**config.mk**
```make
export PLATFORM = sky130hd
export DESIGN_NAME = result_writeback_ctrl
export DESIGN_NICKNAME = d
export VERILOG_FILES = /design/src/rtl/result_writeback_ctrl.sv
export SDC_FILE = /design/constraint.sdc
export NUM_CORES = 1
export LEC_CHECK = 0
export ABC_CLOCK_PERIOD_IN_PS = 7000
export BUFFER_PORTS_ARGS = -buffer_cell sky130_fd_sc_hd__buf_2
export CORE_ASPECT_RATIO = 1.75
export CORE_UTILIZATION = 35
export CTS_CLUSTER_SIZE = 10
export DETAILED_ROUTE_END_ITERATION = 10
export GPL_TIMING_DRIVEN = 0
export HOLD_SLACK_MARGIN = 0.1
export PLACE_DENSITY = 0.54
export SETUP_SLACK_MARGIN = 0.4
export SYNTH_ARGS = -nofsm -noshare
export SYNTH_HDL_FRONTEND = slang
export SYNTH_SLANG_ARGS = --single-unit
```
**constraint.sdc**
```tcl
create_clock -name clk -period 7 [get_ports clk]
set_input_delay 0.35 -clock clk [delete_from_list [all_inputs] [get_ports clk]]
set_output_delay 0.35 -clock clk [all_outputs]
set_load 0.005 [all_outputs]
```
**src/rtl/result_writeback_ctrl.sv**
```systemverilog
// -----------------------------------------------------------------------------
// result_writeback_ctrl
//
// Drains a finished layer's output words from the local result memory to
// system memory. Each word is read from the local memory, captured one cycle
// later, and then offered as a single bus write until the bus accepts it.
// Only one local read is in flight at a time, so a word costs three cycles
// when the bus never stalls.
//
// Ports:
//   clk                 rising-edge clock
//   rst                 asynchronous, active-high reset
//   start               begin a transfer (sampled only while idle)
//   base_addr           destination byte address of word 0 (latched on start)
//   word_count          number of words to move (latched on start)
//   busy                high whenever a transfer is in progress
//   done                one-cycle pulse after the last word is accepted
//   read_result_signal  read enable to the local result memory
//   read_result_addr    local word address (word index modulo 2^LOCAL_AW)
//   read_result_data    local read data, valid the cycle after the read
//   wr_valid            bus write request valid
//   wr_addr             bus write byte address
//   wr_data             bus write data
//   wr_ready            bus accepts the request when wr_valid && wr_ready
// -----------------------------------------------------------------------------
module result_writeback_ctrl #(
  parameter int DATA_W   = 32,
  parameter int ADDR_W   = 32,
  parameter int LEN_W    = 16,
  parameter int LOCAL_AW = 10
) (
  input  logic                clk,
  input  logic                rst,
  input  logic                start,
  input  logic [ADDR_W-1:0]   base_addr,
  input  logic [LEN_W-1:0]    word_count,
  output logic                busy,
  output logic                done,
  output logic                read_result_signal,
  output logic [LOCAL_AW-1:0] read_result_addr,
  input  logic [DATA_W-1:0]   read_result_data,
  output logic                wr_valid,
  output logic [ADDR_W-1:0]   wr_addr,
  output logic [DATA_W-1:0]   wr_data,
  input  logic                wr_ready
);

  typedef enum logic [2:0] {
    S_IDLE = 3'd0,
    S_READ = 3'd1,
    S_CAP  = 3'd2,
    S_SEND = 3'd3,
    S_DONE = 3'd4
  } state_t;

  state_t              state;
  state_t              state_nxt;

  logic [LEN_W-1:0]    index_q;
  logic [LEN_W-1:0]    count_q;
  logic [ADDR_W-1:0]   base_q;
  logic [DATA_W-1:0]   data_q;

  logic                handshake;
  logic                last_word;

  // Byte address of word idx: base + idx*4, wrapping modulo 2^ADDR_W.
  function automatic logic [ADDR_W-1:0] word_byte_addr(
    input logic [ADDR_W-1:0] base,
    input logic [LEN_W-1:0]  idx
  );
    logic [ADDR_W-1:0] idx_ext;
    idx_ext = ADDR_W'(idx);
    return base + (idx_ext << 2);
  endfunction

  assign handshake = (state == S_SEND) && wr_ready;
  // count_q is never zero outside IDLE/DONE, so count_q-1 does not underflow
  // in the states where this is used.
  assign last_word = (index_q == (count_q - LEN_W'(1)));

  // ---- state register ----
  always_ff @(posedge clk or posedge rst) begin
    if (rst) begin
      state <= S_IDLE;
    end else begin
      state <= state_nxt;
    end
  end

  // ---- next-state logic ----
  always_comb begin
    state_nxt = state;
    case (state)
      S_IDLE: begin
        // The count is being latched in this same cycle, so decide on the
        // live input value.
        if (start) begin
          state_nxt = (word_count == '0) ? S_DONE : S_READ;
        end
      end
      S_READ: state_nxt = S_CAP;
      S_CAP:  state_nxt = S_SEND;
      S_SEND: begin
        if (handshake) begin
          state_nxt = last_word ? S_DONE : S_READ;
        end
      end
      S_DONE: state_nxt = S_IDLE;
      default: state_nxt = S_IDLE;
    endcase
  end

  // ---- output logic ----
  // Outputs decode the state register directly, so an asynchronous reset
  // drops every request at once without waiting for a clock edge.
  always_comb begin
    busy               = 1'b0;
    done               = 1'b0;
    read_result_signal = 1'b0;
    read_result_addr   = '0;
    wr_valid           = 1'b0;
    wr_addr            = '0;
    wr_data            = '0;
    case (state)
      S_READ: begin
        busy               = 1'b1;
        read_result_signal = 1'b1;
        read_result_addr   = index_q[LOCAL_AW-1:0];
      end
      S_CAP: begin
        busy = 1'b1;
      end
      S_SEND: begin
        // Everything here comes from registers that are frozen while in
        // SEND, so the request stays stable under backpressure.
        busy     = 1'b1;
        wr_valid = 1'b1;
        wr_addr  = word_byte_addr(base_q, index_q);
        wr_data  = data_q;
      end
      S_DONE: begin
        busy = 1'b1;
        done = 1'b1;
      end
      default: begin
        busy = 1'b0;
      end
    endcase
  end

  // ---- transfer bookkeeping and data capture ----
  always_ff @(posedge clk or posedge rst) begin
    if (rst) begin
      index_q <= '0;
      count_q <= '0;
      base_q  <= '0;
      data_q  <= '0;
    end else begin
      case (state)
        S_IDLE: begin
          if (start) begin
            base_q  <= base_addr;
            count_q <= word_count;
            index_q <= '0;
          end
        end
        S_CAP: begin
          data_q <= read_result_data;
        end
        S_SEND: begin
          if (handshake && !last_word) begin
            index_q <= index_q + LEN_W'(1);
          end
        end
        default: begin
          index_q <= index_q;
        end
      endcase
    end
  end

endmodule

```
==> results by group, run 1 <==
Synth
  – Post-synthesis adder-cell area fraction: 0.0402
  – Synth cell count leaders: nand2_1 (177), dfrtp_1 (99), and2_1 (40), nor2_1 (39), mux2_2 (34)
  – Largest area contributor in the netlist: dfrtp_1
  – Simple-Gate Fraction of Synth Area: 0.292
  – Synth top area share: 0.406
  – Ys Warns: 0
  – Mapped Cells: 701
  – Cell Area, Synth: 6110 um2
  – Async SR Flop Fraction: 1.00
  – Post-synth EDFFs: 0
  – Largest family of logic cells by synthesized area: simple AND/OR/NAND/NOR gates
  – Syn Nets: 804
  – Seq cells post-synth: 99
  – Top-count cell post-synth: nand2_1
  – Register area share after synthesis: 0.406
  – Main area contributors after synthesis: dfrtp_1 (41%), nand2_1 (11%), mux2_2 (6.3%)
  – Synth cell types: 58
  – Post-synthesis compound-gate area fraction: 0.0873
  – Post-synthesis mux area share: 0.0857
  – Post-synth top flop: dfrtp_1
  – Post-Synth XOR/XNOR Area: 0.0570
  – Synthesized area per cell: 8.71 um2

Critical path
  – Worst setup path class: reg -> out
  – Slowest-stage cell, CP: o31ai_1
  – Top delay family on crit path: compound AO/OA/AOI/OAI gates
  – Crit path buf inv count: 1
  – CP Cell Sequence: ha_1 -> fa_1 -> a211oi_1 -> o21bai_1 -> a21boi_0 -> a21oi_1 -> o31ai_1 -> nor3_1 -> xnor2_1 -> nor2_1 -> buf_2
  – Largest fanout on the critical path: 10
  – Worst Path Required: 6.65 ns
  – Max incr delay on CP: 0.98 ns
  – CP Data Arrival Time: 4.09 ns
  – Worst setup SP type: flop
  – Setup crit end kind: primary output

Power
  – Pwr dens: 394 nW/um2
  – Sequential power share: 0.340
  – Switching Fraction: 0.410
  – Clock Power Share: 0.166
  – VDD IR-drop max: 0.243 mV
  – Leakage power figure: 3.70 nW
  – P_sw: 1.22 mW
  – Internal Power: 1.75 mW
  – Combinational power share: 0.494

Cells and area
  – Area Overhead vs Synth: 23.4%
  – Share of cells above drive strength 1: 0.261
  – Fill cells: 1799
  – NumNets Final: 978
  – Cell Count, Final, Fillers Out: 1108

Routing
  – Vias post-DR: 5580
  – Vias/cell: 5.04
  – First-pass DRT Iterations: 4
  – Wire per inst: 16.2 um
  – Final WL: 18000 um
  – Initial detailed-routing violation count: 192
  – Number of remaining DRC errors: 0
  – Final ANT Viol Nets: 0

Clocking
  – Clk buf depth: 2
  – H-tree levels: 3
  – CTS tree: built
  – Root Buffer: clkbuf_16
  – Latest clock arrival within the worst-skew pair: 0.36 ns
  – Clock slew at reported path FFs: 0.08 ns
  – Setup Buffers After CTS: 0
  – Inserted Clock Buffers: 9
  – Sink Count: 99

STA
  – Least-Margin Pin Slew: 1.15 ns
  – Fmax: 225 MHz
  – Max-slew headroom: 0.228
  – RSZ-0062 raised after global routing: false
  – Fin. max-slew vios: 0
  – Final hold viol count: 0
  – Clk_skew: 0.0130 ns
  – Post-Route Setup TNS: 0 ns
  – Final setup violation count: 0
  – Fin crit share: 0.634
  – Fin crit period: 4.44 ns

Die
  – Row cnt: 63
  – IO Pins: 162
  – Core outline area: 17000 um2
  – Die Wd: 102 um
  – Die ar.: 18000 um2
  – Die Y: 177 um
  – Initial Utilization: 0.359

Placed design
  – HPWL Detailed: 14100 um
  – Input/output buffers: 161
  – Inst Count DP: 1090
  – GPL Wtd Cong: 0.848

Min path
  – Hold Crit Class: in -> reg

GRT
  – Vias in the first global route: 5559
  – Antenna violations before repair: 1
  – Largest net degree at the start of global routing: 65
  – First-pass GRT wire length: 28800 um
  – Gr usage total: 0.211
  – Gr ovfl total: 0

Outcome
  – Status: finished clean

Job
  – Max-Cap Viols: 0
[stage by stage]
stage,worst slack (ns),hold slack (ns),instance area (um2),total power [mW],util
3_5_place_dp,2.92,0.420,7230,2.50,0.424
6_report,2.56,0.175,7530,2.97,0.442
5_1_grt,2.01,0.184,7530,3.22,0.442
2_1_floorplan,3.77,0.437,6110,1.96,-
3_3_place_gp,2.64,0.451,7200,2.49,0.423
4_1_cts,2.50,0.166,7530,3.00,0.442
[worst min-delay path: cells and delay by family]
kind          cells  cell delay [ns]
simple gates      2             0.08
buf+inv           1             0.07
[cells in the final DEF (no fill, tap or decap), types with 4 or more instances in the layout]
master / instances
nor4_1: 13
o31ai_1: 5
xnor2_1: 26
nand2_1: 177
nor3_1: 15
mux2_2: 34
o21bai_1: 4
or2_2: 7
and3_1: 17
a211oi_1: 5
mux2i_1: 14
nand3_1: 19
o21ai_0: 18
clkbuf_1: 33
buf_2: 162
a21oi_1: 18
a21o_1: 4
nand4_1: 10
ha_1: 18
clkbuf_16: 9
or3_1: 14
or4_1: 5
xor2_1: 11
inv_1: 11
and2_1: 40
nor2_1: 39
dfrtp_1: 99
[power groups by stage]
stage	clock (mW)	sequential (mW)	combinational [mW]
floorplan	0	0.954	1.00
global placement	0	1.01	1.47
detailed placement	0	1.02	1.47
CTS	0.510	1.01	1.48
global route	0.529	1.05	1.65
finish	0.494	1.01	1.46
[registers in the layout, indices dropped and copies added (netlist names)]
| register | cells |
|---|---|
| base_q | 32 |
| data_q | 32 |
| count_q | 16 |
| index_q | 16 |
| state | 3 |
[per-layer routing]
metal / track usage / vias to the layer above / share of wire
met4: 0.0768 / 0 / 0.023
li1: - / 2760 / -
met2: 0.394 / 143 / 0.54
met5: 0 / - / 0
met3: 0.0375 / 22 / 0.042
met1: 0.232 / 2655 / 0.40
[kinds of logic after synthesis]
group | after synthesis
xor gates and xnor gates | 38
DFF | 99
and+or+nand+nor | 371
buffers and inverters | 48
AOI/OAI and AO/OA | 78
muxes | 48
adders and majority gates | 19
[what timing repair did]
action	CTS	global route
resized for setup	0	0
hold endpoints to repair	35	0
hold buffers	1	0
[worst paths after layout]
| kind | startpoint | to | slack [ns] | cells past startpoint |
|---|---|---|---|---|
| worst max-delay path | index_q[0]$_DFFE_PP0P_ | wr_addr[30] | 2.56 | 11 |
| worst min-delay path | base_addr[20] | base_q[20]$_DFFE_PP0P_ | 0.17 | 3 |
| worst max register to register | count_q[3]$_DFFE_PP0P_ | index_q[2]$_DFFE_PP0P_ | 3.81 | 11 |
| worst min register to register | base_q[1]$_DFFE_PP0P_ | base_q[1]$_DFFE_PP0P_ | 0.47 | 2 |
| max in group asynchronous | rst | index_q[7]$_DFFE_PP0P_ | 5.71 | 4 |
| min in group asynchronous | rst | data_q[14]$_DFFE_PP0P_ | 0.58 | 3 |
[final cells by class]
type | count | area (um2) | share of cell area
Clock inverter | 7 | 70.1 | 0.00930
Multi-Input combinational cell | 554 | 3430 | 0.456
Inverter | 12 | 47.5 | 0.00631
Tap cell | 227 | 284 | 0.0377
Timing Repair Buffer | 163 | 843 | 0.112
Clock buffer | 9 | 225 | 0.0299
Antenna cell | 1 | 2.50 | 0.000332
Buffer | 36 | 151 | 0.0201
Sequential cell | 99 | 2480 | 0.329
Power figures use the tool's default switching activity.
==> run 2: changes to the inputs <==
ABC_AREA = 1   (was not set)
ABC_CLOCK_PERIOD_IN_PS = 4600   (was 7000)
PLACE_DENSITY = 0.53   (was 0.54)
clock period = 4.6 ns   (was 7 ns; I/O delays follow)
==> run 2 against run 1 <==
Sequential power increased by 48%; synthesized cell count increased by 26%; worst setup slack worse by 1.3 ns; count of clock-buffer cells in the layout increased by 1; clock skew is 0.0014 ns lower; first-iteration DRC count rose by 9.9%; register-to-register slack got worse by 1.6 ns; flip-flop and latch count is the same.
==> results by group, run 2 <==
Cells and area
  – Area Overhead vs Synth: 29.1%
  – Largest regs: base_q x32, data_q x32
  – Final core occ: 0.462
  – Share of cells above drive strength 1: 0.220
  – Fill cells: 1984
  – Commonest non-fill, non-tap cell in the layout: nand2_1
  – NumNets Final: 1204
  – Most frequent cells in the layout: nand2_1 (176), buf_2 (163), nor2_1 (137)

Power
  – Sequential power share: 0.325
  – Internal Power: 2.53 mW
  – P_sw: 2.06 mW
  – Switching Fraction: 0.449
  – Clock Power Share: 0.177
  – Tot Pwr: 4.59 mW
  – Combinational power share: 0.498
  – Leakage power figure: 4.28 nW
  – Pwr dens: 551 nW/um2
  – VDD IR-drop max: 0.388 mV

Synth
  – Largest area contributor in the netlist: dfrtp_1
  – Ys Warns: 0
  – Synth cell count leaders: nand2_1 (176), nor2_1 (137), dfrtp_1 (99), inv_1 (97), o21ai_0 (64)
  – Top-count cell post-synth: nand2_1
  – Main area contributors after synthesis: dfrtp_1 (38%), nand2_1 (10%), nor2_1 (8.0%)
  – Syn Nets: 987
  – Seq cells post-synth: 99
  – Cell Area, Synth: 6450 um2
  – Synth cell types: 39
  – Synthesized area per cell: 7.30 um2
  – Mapped Cells: 884
  – Post-synth EDFFs: 0
  – Post-synth top flop: dfrtp_1
  – Synth top area share: 0.384
  – Async SR Flop Fraction: 1.00
  – Register area share after synthesis: 0.384

Clocking
  – CTS tree: built
  – Latest clock arrival within the worst-skew pair: 0.37 ns
  – Setup Buffers After CTS: 0
  – Clock slew at reported path FFs: 0.07 ns
  – Clk buf depth: 2
  – Inserted Clock Buffers: 9
  – Sink Count: 99
  – Root Buffer: clkbuf_16
  – CTS Hold Bufs: 44
  – Resize count post-CTS: 0
  – H-tree levels: 3

Routing
  – First-pass DRT Iterations: 4
  – Vias/cell: 4.93
  – Wire per inst: 15.7 um
  – Final ANT Viol Nets: 0
  – Number of remaining DRC errors: 0
  – Initial detailed-routing violation count: 211
  – Final WL: 21000 um
  – Vias post-DR: 6608

STA
  – Least-Margin Pin Slew: 0.741 ns
  – Clk_skew: 0.0116 ns
  – Final hold viol count: 0
  – Final setup violation count: 0
  – Post-Route Setup TNS: 0 ns
  – RSZ-0062 raised after global routing: false
  – Fmax: 299 MHz
  – Final WS setup: 1.26 ns
  – Fin crit share: 0.727
  – Fin crit period: 3.34 ns
  – Fin. max-slew vios: 0
  – Max-slew headroom: 0.506

Min path
  – Hold Path Origin: base_addr[12]
  – Hold Crit Class: in -> reg
  – Min-Delay Endpoint: base_q[12]$_DFFE_PP0P_
  – Hold Path Depth: 2

Critical path
  – R2r endpoint: index_q[13]$_DFFE_PP0P_
  – Setup crit end kind: primary output
  – Reg-to-reg setup timing slack: 2.23 ns
  – Worst setup SP type: flop
  – Reg-to-Reg Start: count_q[0]$_DFFE_PP0P_
  – Reg2reg path depth: 14
  – Worst Path Required: 4.37 ns
  – Worst setup path class: reg -> out
  – CP Data Arrival Time: 3.11 ns
  – Largest fanout on the critical path: 7

Die
  – Die Y: 182 um
  – Die Wd: 105 um
  – Row cnt: 65
  – Initial Utilization: 0.358
  – Core outline area: 18100 um2
  – Die ar.: 19000 um2
  – IO Pins: 162

GRT
  – Vias in the first global route: 6698
  – First-pass GRT wire length: 34000 um
  – Antenna violations before repair: 1
  – Largest net degree at the start of global routing: 51
  – Gr ovfl total: 0
  – Gr usage total: 0.232

Outcome
  – Status: finished clean

Job
  – Max-Cap Viols: 0

Placed design
  – Pre-CTS setup slack: 1.67 ns
  – Input/output buffers: 161
  – HPWL Detailed: 16200 um
  – GPL Wtd Cong: 0.923
## run 2: cell types whose count changed after synthesis, sizes merged, moves of 14 or more
| cell | previous run | this run |
|---|---|---|
| xnor2 | 26 | 9 |
| nand3 | 19 | 41 |
| and2 | 40 | 5 |
| nand4 | 11 | 26 |
| or3 | 14 | 0 |
| inv | 12 | 105 |
| and3 | 17 | 1 |
| nor2 | 39 | 147 |
| a21oi | 18 | 63 |
| o21ai | 19 | 65 |
| mux2i | 14 | 0 |
## run 2: power groups by stage
stage	Sequential, mW	Combinational [mW]	Clock (mW)
floorplan	1.42	1.54	0
global placement	1.50	2.25	0
detailed placement	1.51	2.27	0
CTS	1.50	2.31	0.834
global route	1.55	2.60	0.862
finish	1.49	2.29	0.813
## run 2: how the worst max path moves through the flow
stage	from	endpoint	slack, ns	depth (start not counted)
finish	index_q[0]$_DFFE_PP0P_	wr_addr[30]	1.26	12
detailed placement	index_q[0]$_DFFE_PP0P_	wr_addr[30]	1.67	12
global route	index_q[0]$_DFFE_PP0P_	wr_addr[30]	1.03	12
global placement	rst	count_q[13]$_DFFE_PP0P_	0.29	2
floorplan	rst	base_q[0]$_DFFE_PP0P_	1.78	1
CTS	index_q[0]$_DFFE_PP0P_	wr_addr[30]	1.25	12
## run 2: final cells by class
| class | count | area (um2) | area share |
|---|---|---|---|
| Antenna cell | 1 | 2.50 | 0.000300 |
| Buffer | 29 | 128 | 0.0153 |
| Clock buffer | 10 | 239 | 0.0287 |
| Clock inverter | 6 | 70.1 | 0.00841 |
| Inverter | 105 | 397 | 0.0476 |
| Multi-Input combinational cell | 651 | 3460 | 0.415 |
| Sequential cell | 99 | 2480 | 0.297 |
| Tap cell | 234 | 293 | 0.0351 |
| Timing Repair Buffer | 206 | 1270 | 0.153 |
## run 2: layer usage
metal / GRT usage / share of wire / up-vias
met5: 0 / 0 / -
met4: 0.113 / 0.035 / 0
met3: 0.0341 / 0.033 / 42
met2: 0.445 / 0.55 / 142
met1: 0.241 / 0.38 / 3104
li1: - / - / 3320
## run 2: stage by stage
stage | hold slack (ns) | instance area (um2) | cells
floorplan | 0.351 | 6450 | 884
global placement | 0.436 | 7550 | 1279
detailed placement | 0.389 | 7580 | 1280
CTS | 0.100 | 8330 | 1340
global route | 0.102 | 8340 | 1341
finish | 0.104 | 8340 | 1341
## run 2: critical path, cell delays in order (launching register included)
cell	delay (ns)
dfrtp_1	0.50
ha_1	0.29
fa_1	0.50
nand3_1	0.12
nand2_1	0.08
nand2_1	0.08
nand2_1	0.14
a21oi_1	0.40
nor2_1	0.15
nand2_1	0.10
o21ai_0	0.07
a21oi_1	0.17
buf_2	0.14
## run 2: kinds of logic after synthesis
logic type                 Yosys count  share of synthesized area
AOI/OAI and AO/OA                  137                      0.109
and+or+nand+nor                    443                      0.306
adders and majority gates           19                     0.0380
buffers and inverters              134                     0.0808
DFF                                 99                      0.384
xor gates and xnor gates            26                     0.0374
muxes                               26                     0.0454
